$ cat config.mk
export PLATFORM = sky130hd
export DESIGN_NAME = rv_alu_exec_unit
export DESIGN_NICKNAME = d
export VERILOG_FILES = /design/src/rtl/riscv_uop_pkg.sv /design/src/rtl/rv_alu_exec_unit.sv
export SDC_FILE = /design/constraint.sdc
export NUM_CORES = 1
export LEC_CHECK = 0
export ABC_CLOCK_PERIOD_IN_PS = 8600
export BUFFER_PORTS_ARGS = -buffer_cell sky130_fd_sc_hd__buf_2
export CAP_MARGIN = 20
export CORE_MARGIN = 2
export CORE_UTILIZATION = 40
export DETAILED_ROUTE_END_ITERATION = 6
export GPL_TIMING_DRIVEN = 0
export HOLD_SLACK_MARGIN = 0.02
export PLACE_DENSITY = 0.61
export SYNTH_ARGS = -nofsm -noshare
export SYNTH_HDL_FRONTEND = slang
export SYNTH_SLANG_ARGS = --single-unit
export TNS_END_PERCENT = 100
$ cat constraint.sdc
create_clock -name clk -period 8.6 [get_ports clk]
set_input_delay 1.72 -clock clk [delete_from_list [all_inputs] [get_ports clk]]
set_output_delay 1.72 -clock clk [all_outputs]
set_load 0.02 [all_outputs]
$ cat src/rtl/riscv_uop_pkg.sv
`default_nettype none
// ============================================================================
// Module      : riscv_uop_pkg
// Description : Micro-op side-band record carried unchanged from issue to
//               retire through the execute stage.
// Revision    : 1.0  initial release
// ============================================================================
package riscv_uop_pkg;

  // Opaque to the ALU: the execute unit only registers it alongside the
  // result so retire sees the record that belongs to each result.
  typedef struct packed {
    logic [31:0] insn;     // raw instruction word
    logic [7:0]  rob_tag;  // reorder / retire tag
  } uop_t;

endpackage : riscv_uop_pkg
`default_nettype wire

$ cat src/rtl/rv_alu_exec_unit.sv
`default_nettype none
// ============================================================================
// Module      : rv_alu_exec_unit
// Description : Single-cycle RV32I integer execute stage. Computes the ALU
//               result for one resolved micro-op per cycle, drives a
//               same-cycle bypass to issue and registers the result toward
//               retire. Hold on stall, kill on flush (flush wins).
// Revision    : 1.0  initial release
// ============================================================================
module rv_alu_exec_unit
  import riscv_uop_pkg::*;
(
  input  logic        clk,
  input  logic        rst_n,              // synchronous, active-high
  // issue side
  input  logic        i_issue_valid,
  input  logic [3:0]  i_issue_alu_op,
  input  logic [31:0] i_issue_op_a,
  input  logic [31:0] i_issue_op_b,
  input  logic [31:0] i_issue_pc,
  input  logic [4:0]  i_issue_rd,
  input  logic        i_issue_writes_rd,
  input  uop_t        i_issue_uop,
  output logic        o_issue_ready,
  // pipeline control
  input  logic        i_stall,
  input  logic        i_flush,
  // same-cycle bypass
  output logic        o_alu_fwd_writes_rd,
  output logic [4:0]  o_alu_fwd_rd,
  output logic [31:0] o_alu_fwd_result,
  // registered result toward retire
  output logic        o_valid,
  output logic [31:0] o_alu_result,
  output uop_t        o_uop_forward
);

  // --------------------------------------------------------------------------
  // Operation encoding
  // --------------------------------------------------------------------------
  localparam logic [3:0] C_OP_ADD    = 4'd0;
  localparam logic [3:0] C_OP_SUB    = 4'd1;
  localparam logic [3:0] C_OP_SLL    = 4'd2;
  localparam logic [3:0] C_OP_SLT    = 4'd3;
  localparam logic [3:0] C_OP_SLTU   = 4'd4;
  localparam logic [3:0] C_OP_XOR    = 4'd5;
  localparam logic [3:0] C_OP_SRL    = 4'd6;
  localparam logic [3:0] C_OP_SRA    = 4'd7;
  localparam logic [3:0] C_OP_OR     = 4'd8;
  localparam logic [3:0] C_OP_AND    = 4'd9;
  localparam logic [3:0] C_OP_PASS_B = 4'd10;
  localparam logic [3:0] C_OP_PC_ADD = 4'd11;
  localparam logic [3:0] C_OP_LINK   = 4'd12;

  localparam logic [31:0] C_LINK_OFFSET = 32'd4;

  // --------------------------------------------------------------------------
  // Combinational datapath
  // --------------------------------------------------------------------------
  logic [4:0]  w_shamt;
  logic [31:0] w_sum;
  logic [31:0] w_diff;
  logic [31:0] w_pc_sum;
  logic [31:0] w_link;
  logic        w_lt_signed;
  logic        w_lt_unsigned;
  logic [31:0] w_result;
  logic        w_accept;

  // Only the low five bits of b take part in shifts; upper bits are ignored.
  assign w_shamt       = i_issue_op_b[4:0];
  assign w_sum         = i_issue_op_a + i_issue_op_b;
  assign w_diff        = i_issue_op_a - i_issue_op_b;
  assign w_pc_sum      = i_issue_pc + i_issue_op_b;
  assign w_link        = i_issue_pc + C_LINK_OFFSET;
  assign w_lt_signed   = $signed(i_issue_op_a) < $signed(i_issue_op_b);
  assign w_lt_unsigned = i_issue_op_a < i_issue_op_b;

  // Result mux; unassigned opcodes (13-15) yield zero.
  always_comb begin
    w_result = 32'd0;
    case (i_issue_alu_op)
      C_OP_ADD:    w_result = w_sum;
      C_OP_SUB:    w_result = w_diff;
      C_OP_SLL:    w_result = i_issue_op_a << w_shamt;
      C_OP_SLT:    w_result = {31'd0, w_lt_signed};
      C_OP_SLTU:   w_result = {31'd0, w_lt_unsigned};
      C_OP_XOR:    w_result = i_issue_op_a ^ i_issue_op_b;
      C_OP_SRL:    w_result = i_issue_op_a >> w_shamt;
      C_OP_SRA:    w_result = $unsigned($signed(i_issue_op_a) >>> w_shamt);
      C_OP_OR:     w_result = i_issue_op_a | i_issue_op_b;
      C_OP_AND:    w_result = i_issue_op_a & i_issue_op_b;
      C_OP_PASS_B: w_result = i_issue_op_b;
      C_OP_PC_ADD: w_result = w_pc_sum;
      C_OP_LINK:   w_result = w_link;
      default:     w_result = 32'd0;
    endcase
  end

  // --------------------------------------------------------------------------
  // Handshake and bypass
  // --------------------------------------------------------------------------
  // A flushed op is still consumed (ready stays high) but never retires.
  assign o_issue_ready = !i_stall;
  assign w_accept      = o_issue_ready & i_issue_valid & !i_flush;

  // x0 is never forwarded; a flushed op must not feed younger consumers.
  assign o_alu_fwd_writes_rd = i_issue_valid & i_issue_writes_rd &
                               (i_issue_rd != 5'd0) & !i_flush;
  assign o_alu_fwd_rd        = i_issue_rd;
  assign o_alu_fwd_result    = w_result;

  // --------------------------------------------------------------------------
  // Output register
  // --------------------------------------------------------------------------
  logic        r_valid;
  logic [31:0] r_result;
  uop_t        r_uop;

  // Valid bit: reset > flush > stall-hold > follow issue_valid.
  always_ff @(posedge clk) begin
    if (rst_n) begin
      r_valid <= 1'b0;
    end else if (i_flush) begin
      r_valid <= 1'b0;
    end else if (!i_stall) begin
      r_valid <= i_issue_valid;
    end
  end

  // Payload only loads on accept; otherwise it keeps its last value.
  always_ff @(posedge clk) begin
    if (rst_n) begin
      r_result <= 32'd0;
      r_uop    <= '0;
    end else if (w_accept) begin
      r_result <= w_result;
      r_uop    <= i_issue_uop;
    end
  end

  assign o_valid       = r_valid;
  assign o_alu_result  = r_result;
  assign o_uop_forward = r_uop;

endmodule : rv_alu_exec_unit
`default_nettype wire

---- After elaboration in Yosys (flattened, before gate mapping) ----
Cells that the tools add are included.
storage, ports and cells
  register bits ........................... 73
  latch bits .............................. 0
  RAM bits ................................ 0
  memory bits (read-only) ................. 0
  bits of input ports ..................... 151
  memories ................................ 0
cells by class
  $add $sub $neg .......................... 4
  multipliers ............................. 0
  divide/modulo/power cells ............... 0
  magnitude comparators ................... 2
  eq/ne operators ......................... 12
  shifts and indexed selects .............. 3
  muxes and demuxes ....................... 1
  bitwise operators ....................... 8
  reductions and logical operators ........ 5
operators by type and width
  operator                                                          count
  32-bit case mux with 13 select lines                              1
  32-bit adder                                                      2
  32-bit < comparator                                               2
  32-bit by 3-bit adder with 32-bit output (second input constant)  1
  32-bit AND                                                        1
  32-bit bitwise OR                                                 1
  32-bit by 5-bit << shifter with 32-bit output                     1
  32-bit by 5-bit >> shifter with 32-bit output                     1
  32-bit by 5-bit >>> shifter with 32-bit output                    1
  32-bit subtractor                                                 1
  32-bit bitwise XOR                                                1
  4-bit == test (second input constant)                             5
  4-bit by 3-bit == test with 1-bit output (second input constant)  4
  4-bit by 2-bit == test with 1-bit output (second input constant)  2
  1-bit AND                                                         5
  5-bit nonzero test                                                1
  4-bit by 1-bit == test with 1-bit output (second input constant)  1
  4-bit zero test                                                   1
  1-bit zero test                                                   2
  2-bit OR reduction                                                1

---- Longest topological paths before layout ----
  word-level depth ........................ 3
  depth in mapped cells ................... 17

---- Least setup slack after synthesis ----
Ideal clock, no wire load.
  path type ............................... input port to output port
  from .................................... input i_issue_alu_op[1]
  to ...................................... output o_alu_fwd_result[18]
  arrival time ............................ 5.368 ns
  data required time ...................... 6.880 ns
  path slack .............................. 1.512 ns
  stages .................................. 17
  buffers on the path ..................... 4
  path through ............................ buf_2 -> buf_1 -> buf_1 -> nand3_1 -> clkbuf_1 -> mux2_2 -> ha_1 -> inv_1 -> fa_1 -> nand2b_1 -> a21oi_1 -> o21a_1 -> a21oi_1 -> o31a_1 -> o2111a_1 -> a21oi_1 -> nand2_1
between the ends
  longest elaborated chain between the ends .. 2
  elaborated cells between the ends (all ways) .. 14
RTL lines
  element                                   RTL line                text
  start, declared                           rv_alu_exec_unit.sv:17  input logic [3:0] i_issue_alu_op,
  4-bit == test (tied with other cells)     rv_alu_exec_unit.sv:82  case (i_issue_alu_op)
  32-bit case mux with 13 select lines (*)  rv_alu_exec_unit.sv:82
  end, declared                             rv_alu_exec_unit.sv:31  output logic [31:0] o_alu_fwd_result,
Every way passes the cells marked *; elsewhere a longest branch is shown, timed or not.

---- Final worst setup path ----
  from .................................... input i_issue_alu_op[3]
  to ...................................... output o_alu_fwd_result[30]
The elaborated chain is that of the path after synthesis.

==> results by group <==
Layout
  • Fin area: ~16000 sq um
  • Post-Layout Cell Count: 2649
  • Nets@finish: around 2.5k
  • Final Util: 0.473
  • Area Overhead vs Synth: 16.3%
  • Share of cells above drive strength 1: 0.202

Power and ir drop
  • Clk network pwr share: 0.224
  • Sw frac: 0.477
  • VDD IR max: 0.101 mV
  • P_int: 949 uW
  • Total Power Consumption: ~1800 uW
  • Leakage: between 0.007 and 0.008 uW
  • Total net switching power: a little under 900 uW
  • Power share of the combinational group: 0.578
  • Part of the power in registers: 0.198
  • PwrDens: ~110 nW/um^2

Route
  • Final ANT Viol Nets: 0
  • Vias: ~18k
  • Starting DRT DRC Count: roughly 2.8k
  • Per-cell routed wire length: around 32 um
  • # DRC: 14
  • First drt pass iteration count: 7
  • Via/cell ratio: approximately 6.9
  • Final wirelength: 84200 um

Timing
  • Tightest Pin Transition: between 1 and 1.5 ns
  • RSZ-0062 raised after global routing: no
  • Setup TNS: 0 ns
  • Fmax: between 100 and 150 MHz
  • Fin. Hold Viols: 0
  • Endpoints failing setup: 0
  • Worst slew margin: 0.186
  • Fin crit period: 8.31 ns
  • Max Slew Vio Count: 0
  • Tcrit/Tclk final: 0.966
  • Final setup skew: 0 ns

Die
  • Die span in x: between 150 and 200 um
  • Full die area: between 30000 and 40000 sq um
  • Chip Height: around 190 um
  • Core Region: roughly 35000 sq um
  • # IOs: around 260
  • # rows: 68
  • Initial Util: 0.407

Synth
  • Number of synthesized flops with an enable pin: 0
  • Synth Area in Adders: 0.123
  • Synth top cells by count: nand2_1, nor2_1, a21oi_1, ha_1, clkbuf_1
  • Flops & latches, synth: 73
  • Mapped Avg Cell Area: 7.37 sq um
  • Simple-gate share of the synthesized area: 0.223
  • Main combinational cell family by area after synthesis: compound AO/OA/AOI/OAI gates
  • Most instantiated library cell after synthesis: nand2_1
  • Synth cell types: 87
  • Synth warn: 0
  • Compound-Gate Fraction of Synth Area: 0.270
  • Share of the synthesized area in the top cell type: 0.120
  • Register area share after synthesis: 0.104
  • Async set-reset flop share out of synthesis: 0
  • Main area contributors after synthesis: ha_1, dfxtp_1, mux4_2
  • Mux share of post-synthesis cell area: 0.167
  • Post-Synthesis Cell Area: around 14000 sq um
  • Post-Syn Nets: roughly 2.2k
  • Cell count after synthesis: about 1.9k
  • Synth area leader: ha_1
  • Post-Synth XOR/XNOR Area: 0.0418
  • Synth Flop Type: dfxtp_1

Global routing
  • Largest net degree at the start of global routing: 14
  • Tot GR Track Use: 0.447
  • Initial antenna violation count: 3
  • Overflow after GRT: 0
  • Vias in the first global route: about 17k
  • First-pass GRT wire length: around 120000 um

Critical path
  • CP Capture Type: output port
  • Critical Path Start: i_issue_alu_op[3]
  • Worst r2r src: o_alu_result[1]
  • CP Class: primary input to output port
  • CP Data Required Time: about 7 ns
  • Worst setup SP type: primary input
  • Arr. time, crit path: 6.59 ns
  • Critical path peak fanout: 10

CTS
  • Post-cts hold buffer count: 0
  • Clock Path Buffers: 2
  • Total CTS buffers: 9
  • Worst-path clk slew: roughly 0.05 ns
  • CTS tree: done
  • H-tree levels: 3
  • CTS root buffer: clkbuf_16
  • Worst skew pair latency: 0.34 ns
  • CTS Sinks: 73

Placement
  • Placed Cells: between 2k and 3k
  • Final Wtd Congestion: about 1.1
  • IO Port Bufs: approximately 260
  • Cell area after placement: around 16000 sq um
  • Detailed placement HPWL: 68700 um

Worst hold path
  • Start point of the worst hold path: o_uop_forward[27]
  • Hold Crit Class: flop to flop

Job
  • MaxCap Viol Count: 0

Status
  • Outcome: complete, but fails checks
  • Failing checks: design-rule violations
placed cells by master (no fill, tap or decap), types with 14 or more instances in the layout:
cell	instances
buf_2	289
nand2_1	219
nor2_1	194
a21oi_1	147
ha_1	135
clkbuf_1	96
inv_1	95
o21ai_0	75
dfxtp_1	73
mux4_2	55
mux2i_1	53
nor3_1	45
xnor2_1	42
nand3_1	41
mux2_2	39
a211oi_1	32
o211ai_1	31
nor4_1	26
xor2_1	25
o21a_1	23
o31ai_1	21
nand4_1	20
o21ai_1	19
nand2b_1	18
nor2b_1	18
or3_1	17
a31oi_1	17
a221oi_1	16
a311oi_1	16
and3_1	15
a21o_1	14
a222oi_1	14
final timing paths:
kind	to	slack, ns	depth (start not counted)
max reg2reg	o_alu_result[1]	7.76	2
max	o_alu_fwd_result[30]	0.29	17
min reg2reg	o_uop_forward[27]	0.45	2
min	o_uop_forward[27]	0.45	2
stage by stage:
| stage | hold slack (ns) | setup slack [ns] |
|---|---|---|
| after global routing | 0.471 | 0.117 |
| after global placement | 0.439 | -0.490 |
| after CTS | 0.452 | 0.0350 |
| after floorplan | 0.535 | 1.51 |
| final | 0.452 | 0.292 |
| after detailed placement | 0.444 | -0.577 |
power groups by stage:
stage,logic (uW),registers (uW),clock network (uW)
3_3_place_gp,990,366,0
6_report,1050,359,406
3_5_place_dp,994,367,0
2_1_floorplan,587,384,0
5_1_grt,1090,361,421
4_1_cts,999,359,407
repair_timing:
item | 4_1_cts | 5_1_grt
hold endpoints to repair | 0 | 0
gates resized for setup | 6 | 5
endpoints found under the setup margin | 19 | 7
setup buffers | 0 | 1
pin swaps | 0 | 1
logic make-up (layout without fill, tap and decap cells):
family	after synthesis	count (layout)
DFF	73	73
and+or+nand+nor	668	668
AOI/OAI and AO/OA	554	554
xor gates and xnor gates	67	67
adders and majority gates	137	137
muxes	159	159
buffers and inverters	249	534
other	0	2
critical path, cell delays in order:
cell,delay (ns)
buf_2,0.16
nor2b_1,0.33
clkbuf_2,0.38
nand3_2,0.39
buf_2,0.42
mux2_2,0.29
ha_1,0.19
inv_1,0.08
fa_1,0.42
nand2b_1,0.18
a21oi_1,0.46
o21a_1,0.32
a211oi_2,0.16
o21a_1,0.28
mux2i_1,0.20
o2111ai_1,0.32
buf_2,0.28
registers in the layout, indices dropped and copies added, names as in the netlist:
name / count
o_uop_forward: 40
o_alu_result: 32
o_valid: 1
per-layer routing:
layer | vias to the layer above | global-route usage | wire (um)
met4 | 4 | 0.208 | 4740
li1 | 7665 | - | -
met3 | 289 | 0.167 | 12800
met5 | - | 0.00275 | 39
met1 | 8732 | 0.595 | 32700
met2 | 1586 | 0.631 | 33900
cell type report:
| class | count | area [sq um] |
|---|---|---|
| diodes | 2 | 5.00 |
| plain buffers | 146 | 629 |
| clock buffers | 9 | 225 |
| clock inverters | 7 | 93.8 |
| fillers | 3674 | 18200 |
| inverters | 101 | 379 |
| multi-input cells | 1585 | 11600 |
| flip-flops and latches | 73 | 1460 |
| well taps | 455 | 569 |
| repair buffers | 271 | 1390 |
Note: power is estimated with default switching activity, not from simulation.
